===== src/rtl/ifetch_pkg.sv =====
// Shared definitions for the instruction-fetch stage: FSM state encoding,
// default reset PC / squash word, PC increment, and the IF/ID payload type.
// Latency: n/a (package). Backpressure: n/a (package).
package ifetch_pkg;

    // Defaults for the instr_fetch parameters.
    localparam logic [31:0] IFETCH_RESET_PC  = 32'h0000_0000;
    localparam logic [31:0] IFETCH_NOP_INSTR = 32'h0000_0000;

    // Sequential fetch step, and the mask that forces a redirect word-aligned.
    localparam logic [31:0] IFETCH_PC_INC     = 32'd4;
    localparam logic [31:0] IFETCH_ALIGN_MASK = 32'hFFFF_FFFC;

    // Fetch FSM state encoding.
    typedef logic [1:0] ifetch_state_t;
    localparam ifetch_state_t ST_BOOT  = 2'd0;
    localparam ifetch_state_t ST_RUN   = 2'd1;
    localparam ifetch_state_t ST_HOLD  = 2'd2;
    localparam ifetch_state_t ST_FAULT = 2'd3;

    // Payload carried by the IF/ID pipeline register.
    typedef struct packed {
        logic [31:0] instr;
        logic [31:0] pc4;
    } if_id_t;

endpackage


===== src/rtl/if_id_reg.sv =====
// IF/ID pipeline register with load, squash and hold controls.
// Latency: 1 cycle from fetch_dat to if_id_dat.
// Backpressure: holds contents whenever neither load nor squash is asserted.
//
// Ports:
//   clk, reset      clock and synchronous active-high reset
//   load            capture fetch_dat and mark the entry valid
//   squash          replace the instruction with NOP_INSTR and mark it invalid
//   fetch_dat       instruction word + PC+4 from the fetch stage
//   if_id_dat       registered instruction word + PC+4
//   if_id_vld       registered entry holds a real fetched instruction
module if_id_reg
    import ifetch_pkg::*;
#(
    parameter logic [31:0] NOP_INSTR = IFETCH_NOP_INSTR
) (
    input  logic   clk,
    input  logic   reset,
    input  logic   load,
    input  logic   squash,
    input  if_id_t fetch_dat,
    output if_id_t if_id_dat,
    output logic   if_id_vld
);

    // Priority: reset > squash > load > hold. pc4 is left alone on squash;
    // it is meaningless while if_id_vld is low.
    always_ff @(posedge clk) begin
        if (reset) begin
            if_id_dat.instr <= NOP_INSTR;
            if_id_dat.pc4   <= '0;
            if_id_vld       <= 1'b0;
        end else if (squash) begin
            if_id_dat.instr <= NOP_INSTR;
            if_id_vld       <= 1'b0;
        end else if (load) begin
            if_id_dat <= fetch_dat;
            if_id_vld <= 1'b1;
        end
    end

endmodule


===== src/rtl/instr_fetch.sv =====
// Instruction fetch stage: PC register, fetch FSM and IF/ID register.
// Latency: 1 cycle; the word at imem_addr=A appears on if_id_instr after the next edge.
// Backpressure: stall freezes PC and IF/ID; redirect overrides stall and squashes IF/ID.
//
// Ports:
//   clk, reset          clock and synchronous active-high reset
//   imem_addr           fetch address (the PC register itself)
//   imem_data           instruction word for imem_addr, returned combinationally
//   stall               hold PC and IF/ID
//   redirect            load redirect_target into PC and squash IF/ID
//   redirect_target     next PC on redirect
//   if_id_instr/_pc4    registered instruction and its PC+4
//   if_id_valid         IF/ID holds a real instruction
//   fetch_fault         sticky misaligned-redirect flag
//
// Build option IFETCH_ALIGN_CHECK_EN: when defined, a redirect to a target with
// nonzero low bits raises fetch_fault and parks the stage in FAULT until reset.
// When undefined, the target low bits are cleared and fetch_fault is tied low.
module instr_fetch
    import ifetch_pkg::*;
#(
    parameter logic [31:0] RESET_PC  = IFETCH_RESET_PC,
    parameter logic [31:0] NOP_INSTR = IFETCH_NOP_INSTR
) (
    input  logic        clk,
    input  logic        reset,
    output logic [31:0] imem_addr,
    input  logic [31:0] imem_data,
    input  logic        stall,
    input  logic        redirect,
    input  logic [31:0] redirect_target,
    output logic [31:0] if_id_instr,
    output logic [31:0] if_id_pc4,
    output logic        if_id_valid,
    output logic        fetch_fault
);

    ifetch_state_t state_q, state_d;
    logic [31:0]   pc_q, pc_d;
    logic [31:0]   pc_plus4;
    logic          load, squash;
    logic          misaligned;
    if_id_t        fetch_dat;
    if_id_t        if_id_dat;

    // Natural 32-bit wrap: FFFF_FFFC + 4 -> 0000_0000.
    assign pc_plus4 = pc_q + IFETCH_PC_INC;

`ifdef IFETCH_ALIGN_CHECK_EN
    assign misaligned  = |redirect_target[1:0];
    // FAULT is only left through reset, so the state itself is the sticky flag.
    assign fetch_fault = (state_q == ST_FAULT);
`else
    assign misaligned  = 1'b0;
    assign fetch_fault = 1'b0;
`endif

    always_comb begin
        state_d = state_q;
        pc_d    = pc_q;
        load    = 1'b0;
        squash  = 1'b0;
        case (state_q)
            // BOOT fetches the reset vector unconditionally: nothing is valid
            // downstream yet, so stall/redirect cannot legitimately apply.
            ST_BOOT: begin
                pc_d    = pc_plus4;
                load    = 1'b1;
                state_d = ST_RUN;
            end
            ST_RUN, ST_HOLD: begin
                if (redirect) begin
                    squash = 1'b1;
                    if (misaligned) begin
                        // Keep the offending address visible on imem_addr.
                        pc_d    = redirect_target;
                        state_d = ST_FAULT;
                    end else begin
                        pc_d    = redirect_target & IFETCH_ALIGN_MASK;
                        state_d = ST_RUN;
                    end
                end else if (stall) begin
                    state_d = ST_HOLD;
                end else begin
                    pc_d    = pc_plus4;
                    load    = 1'b1;
                    state_d = ST_RUN;
                end
            end
            ST_FAULT: begin
                state_d = ST_FAULT;
            end
            default: begin
                state_d = ST_BOOT;
            end
        endcase
    end

    always_ff @(posedge clk) begin
        if (reset) begin
            state_q <= ST_BOOT;
            pc_q    <= RESET_PC;
        end else begin
            state_q <= state_d;
            pc_q    <= pc_d;
        end
    end

    assign imem_addr = pc_q;

    assign fetch_dat.instr = imem_data;
    assign fetch_dat.pc4   = pc_plus4;

    if_id_reg #(
        .NOP_INSTR (NOP_INSTR)
    ) u_if_id_reg (
        .clk       (clk),
        .reset     (reset),
        .load      (load),
        .squash    (squash),
        .fetch_dat (fetch_dat),
        .if_id_dat (if_id_dat),
        .if_id_vld (if_id_valid)
    );

    assign if_id_instr = if_id_dat.instr;
    assign if_id_pc4   = if_id_dat.pc4;

endmodule


===== config.mk =====
export PLATFORM = sky130hd
export DESIGN_NAME = instr_fetch
export DESIGN_NICKNAME = d
export VERILOG_FILES = /design/src/rtl/ifetch_pkg.sv /design/src/rtl/if_id_reg.sv /design/src/rtl/instr_fetch.sv
export SDC_FILE = /design/constraint.sdc
export NUM_CORES = 1
export LEC_CHECK = 0
export ABC_AREA = 1
export CORE_MARGIN = 2
export CORE_UTILIZATION = 45
export DETAILED_ROUTE_END_ITERATION = 8
export PLACE_DENSITY = 0.82
export REMOVE_ABC_BUFFERS = 1
export SKIP_LAST_GASP = 1
export SLEW_MARGIN = 10
export SYNTH_ARGS = -nofsm -noshare
export SYNTH_HDL_FRONTEND = slang
export SYNTH_SLANG_ARGS = --single-unit

===== constraint.sdc =====
create_clock -name clk -period 3.68 [get_ports clk]
set_input_delay 0.368 -clock clk [delete_from_list [all_inputs] [get_ports clk]]
set_output_delay 0.368 -clock clk [all_outputs]
set_load 0.005 [all_outputs]

==> qor.yml <==
nNetsFinal: 851
antenna_found_initial: 0
clock-sinks: 95
synth_area_leaders: "dfxtp_1 42%, nand2_1 15%, a21oi_1 10%, o21ai_0 5.0%, nor2_1 4.3%"
hold_path_class: "reg2reg"
synth.avg_cell_area_sq_um: 7.03
cp_max_fo: 34
synth_ff_type: "dfxtp_1"
cts_resized: 0
initial_core_util: 0.463
die_area_sq_um: 10800
cts_tree: "built"
r2r_cells: 9
clk_path_buf_depth: 2
post-route-period-util: 0.767
finalSetupViolCount: 0
drt_first_pass_iters: 4
grt_pass1_wl_microns: 21500
num_vias: 4679
slew_headroom: 0.291
finClkSkew_ps: 13.4
endpoint_kind: "register"
slew_viol_final: 0
ys_warn_count: 0
dieHeight_microns: 104
r2r_end: "u_if_id_reg.if_id_dat[17]"
design.core.area_sq_um: 9730
rows: 36
cts_buffers: 9
period_needed_ps: 2820
cts_max_level: 3
hold_viol_final: 0
swShare: 0.308
routed_via_density: 5.10
synth_area_sq_um: 4500
reg2reg_slack_ps: 860
final_cell_area_sq_um: 6300
synth_edf_count: 0
crit_arrival_ps: 3090
synth.top_cell.area_share: 0.422
cp-startpoint: "state_q[0]"
p_sw_uw: 830
p_clk_frac: 0.252
synth_common_cells: "180 x nand2_1, 95 x dfxtp_1, 92 x a21oi_1"
area_delta_synth_final_pct: 39.9
io_buffers: 158
clock-root-buffer: "clkbuf_8"
path_clk_slew_ps: 90
critical_path.endpoint: "u_if_id_reg.if_id_dat[17]"
post_cts_buffers: 0
status: "complete, no violations"
crit_chain: "inv_1 -> ha_1 -> inv_2 -> o21ai_2 -> nand2_2 -> nor2_4 -> inv_2 -> o21ai_0 -> inv_1"
io_pins: 166
p_leak_uw: 0.00254
worstSetupPathType: "reg2reg"
drv_cap: 0
p_int_uw: 1860
grt_pass1_vias: 4649
drc_errors: 0
clock_latency_ps: 370
ant_nets: 0
overflow: 0
combPwrFrac: 0.276
tns_ps: 0
fill_cells: 841
cp_slowest_cell: "nor2_4"
cellPowerDensity_nw_per_um2: 428
wire_per_inst_microns: 14.0
place.gp.congestion: 0.873
synthCells: 640
synth.most_common_cell: "nand2_1"
required_ps: 3940
vdd_drop_max_v: 0.000250
start_kind: "register"
max_clock_freq_mhz: 354
synth-seq-cells: 95
drive_gt1_frac: 0.0522
rsz0062_at_grt: "no"
cts.hold.buffers_added: 0
hpwl_microns: 9230
grt.total_usage: 0.239
diodes: 0
worstMarginPinSlew_ps: 1060
dpl_cell_area_sq_um: 6110
synthArstFlopShare: 0
totalWireLength_microns: 12800
grt_max_degree: 60
yosysUniqueCellTypes: 33
p_seq_frac: 0.471
max_stage_delay_ps: 630
synth_seq_area_share: 0.422
regToRegStartpoint: "state_q[0]"
die_width_microns: 104
synth_largest_area_cell: "dfxtp_1"
drt-initial-drc-count: 175
==> registers in the layout, indices dropped and copies added, names as in the netlist <==
name	flops
u_if_id_reg.if_id_dat	62
state_q	2
u_if_id_reg.if_id_vld	1
imem_addr	30
==> cell families after synthesis <==
kind of cell               share of synthesized area
xor gates and xnor gates                      0.0308
other                                       0.000833
AOI/OAI and AO/OA                              0.207
buffers and inverters                         0.0820
adders and majority gates                    0.00834
DFF                                            0.422
and+or+nand+nor                                0.248
==> how the worst min path moves through the flow <==
stage / startpoint / end / depth (start not counted)
6_report: u_if_id_reg.if_id_dat[36] / u_if_id_reg.if_id_dat[36] / 2
5_1_grt: u_if_id_reg.if_id_dat[36] / u_if_id_reg.if_id_dat[36] / 2
4_1_cts: u_if_id_reg.if_id_dat[36] / u_if_id_reg.if_id_dat[36] / 2
3_5_place_dp: u_if_id_reg.if_id_dat[36] / u_if_id_reg.if_id_dat[36] / 2
3_3_place_gp: u_if_id_reg.if_id_dat[51] / u_if_id_reg.if_id_dat[51] / 2
2_1_floorplan: reset / imem_addr[2] / 1
==> final cells by class <==
cell class	count	area [sq um]	area share
clock buffers	13	179	0.0284
well taps	133	166	0.0264
flip-flops and latches	95	1900	0.302
inverters	47	176	0.0280
clock inverters	3	15.0	0.00238
multi-input cells	465	2250	0.357
repair buffers	162	1610	0.256
==> layout by cell type, fill, tap and decap left out, drive strengths merged <==
| cell | n |
|---|---|
| o21a | 8 |
| buf | 4 |
| clkdlybuf4s50 | 158 |
| nor3 | 1 |
| dfxtp | 95 |
| a21oi | 92 |
| inv | 47 |
| a31oi | 2 |
| nand2 | 184 |
| xor2 | 11 |
| clkbuf | 13 |
| o31ai | 1 |
| o211ai | 1 |
| nand3 | 13 |
| o21ai | 61 |
| conb | 5 |
| clkinv | 3 |
| ha | 3 |
| nand3b | 5 |
| and2 | 2 |
| a21o | 3 |
| o21bai | 7 |
| nor2 | 62 |
| xnor2 | 4 |
==> critical path, delay by kind of cell, from the launching register on <==
family,cells,cell delay [ps]
AO/OA/AOI/OAI,2,420
adder cells (fa/ha/maj),1,330
buffers and inverters,4,580
flip-flops,1,360
AND/OR/NAND/NOR,2,1030
==> per-stage QoR <==
step | power (uW) | setup WS (ps) | util | std cells | hold slack [ps]
floorplan | 1600 | 896 | - | 607 | 437
global placement | 2010 | 818 | 0.628 | 902 | 451
detailed placement | 2030 | 734 | 0.628 | 902 | 456
CTS | 2710 | 834 | 0.648 | 918 | 468
global route | 2840 | 540 | 0.648 | 918 | 485
finish | 2690 | 856 | 0.648 | 918 | 465
==> routing by layer <==
layer  part of all wire  global-route usage  wire length, microns
met1               0.40               0.267                  5180
met4              0.017              0.0927                   220
met5                  0                   0                     0
met2               0.48               0.425                  6210
met3              0.096              0.0739                  1230
==> power by group through the flow <==
| stage | clock (uW) | combinational [uW] | sequential (uW) |
|---|---|---|---|
| 6_report | 680 | 745 | 1270 |
| 3_3_place_gp | 0 | 727 | 1280 |
| 2_1_floorplan | 0 | 323 | 1280 |
| 5_1_grt | 727 | 825 | 1280 |
| 3_5_place_dp | 0 | 745 | 1290 |
| 4_1_cts | 692 | 748 | 1270 |
Note: power is estimated with default switching activity, not from simulation.
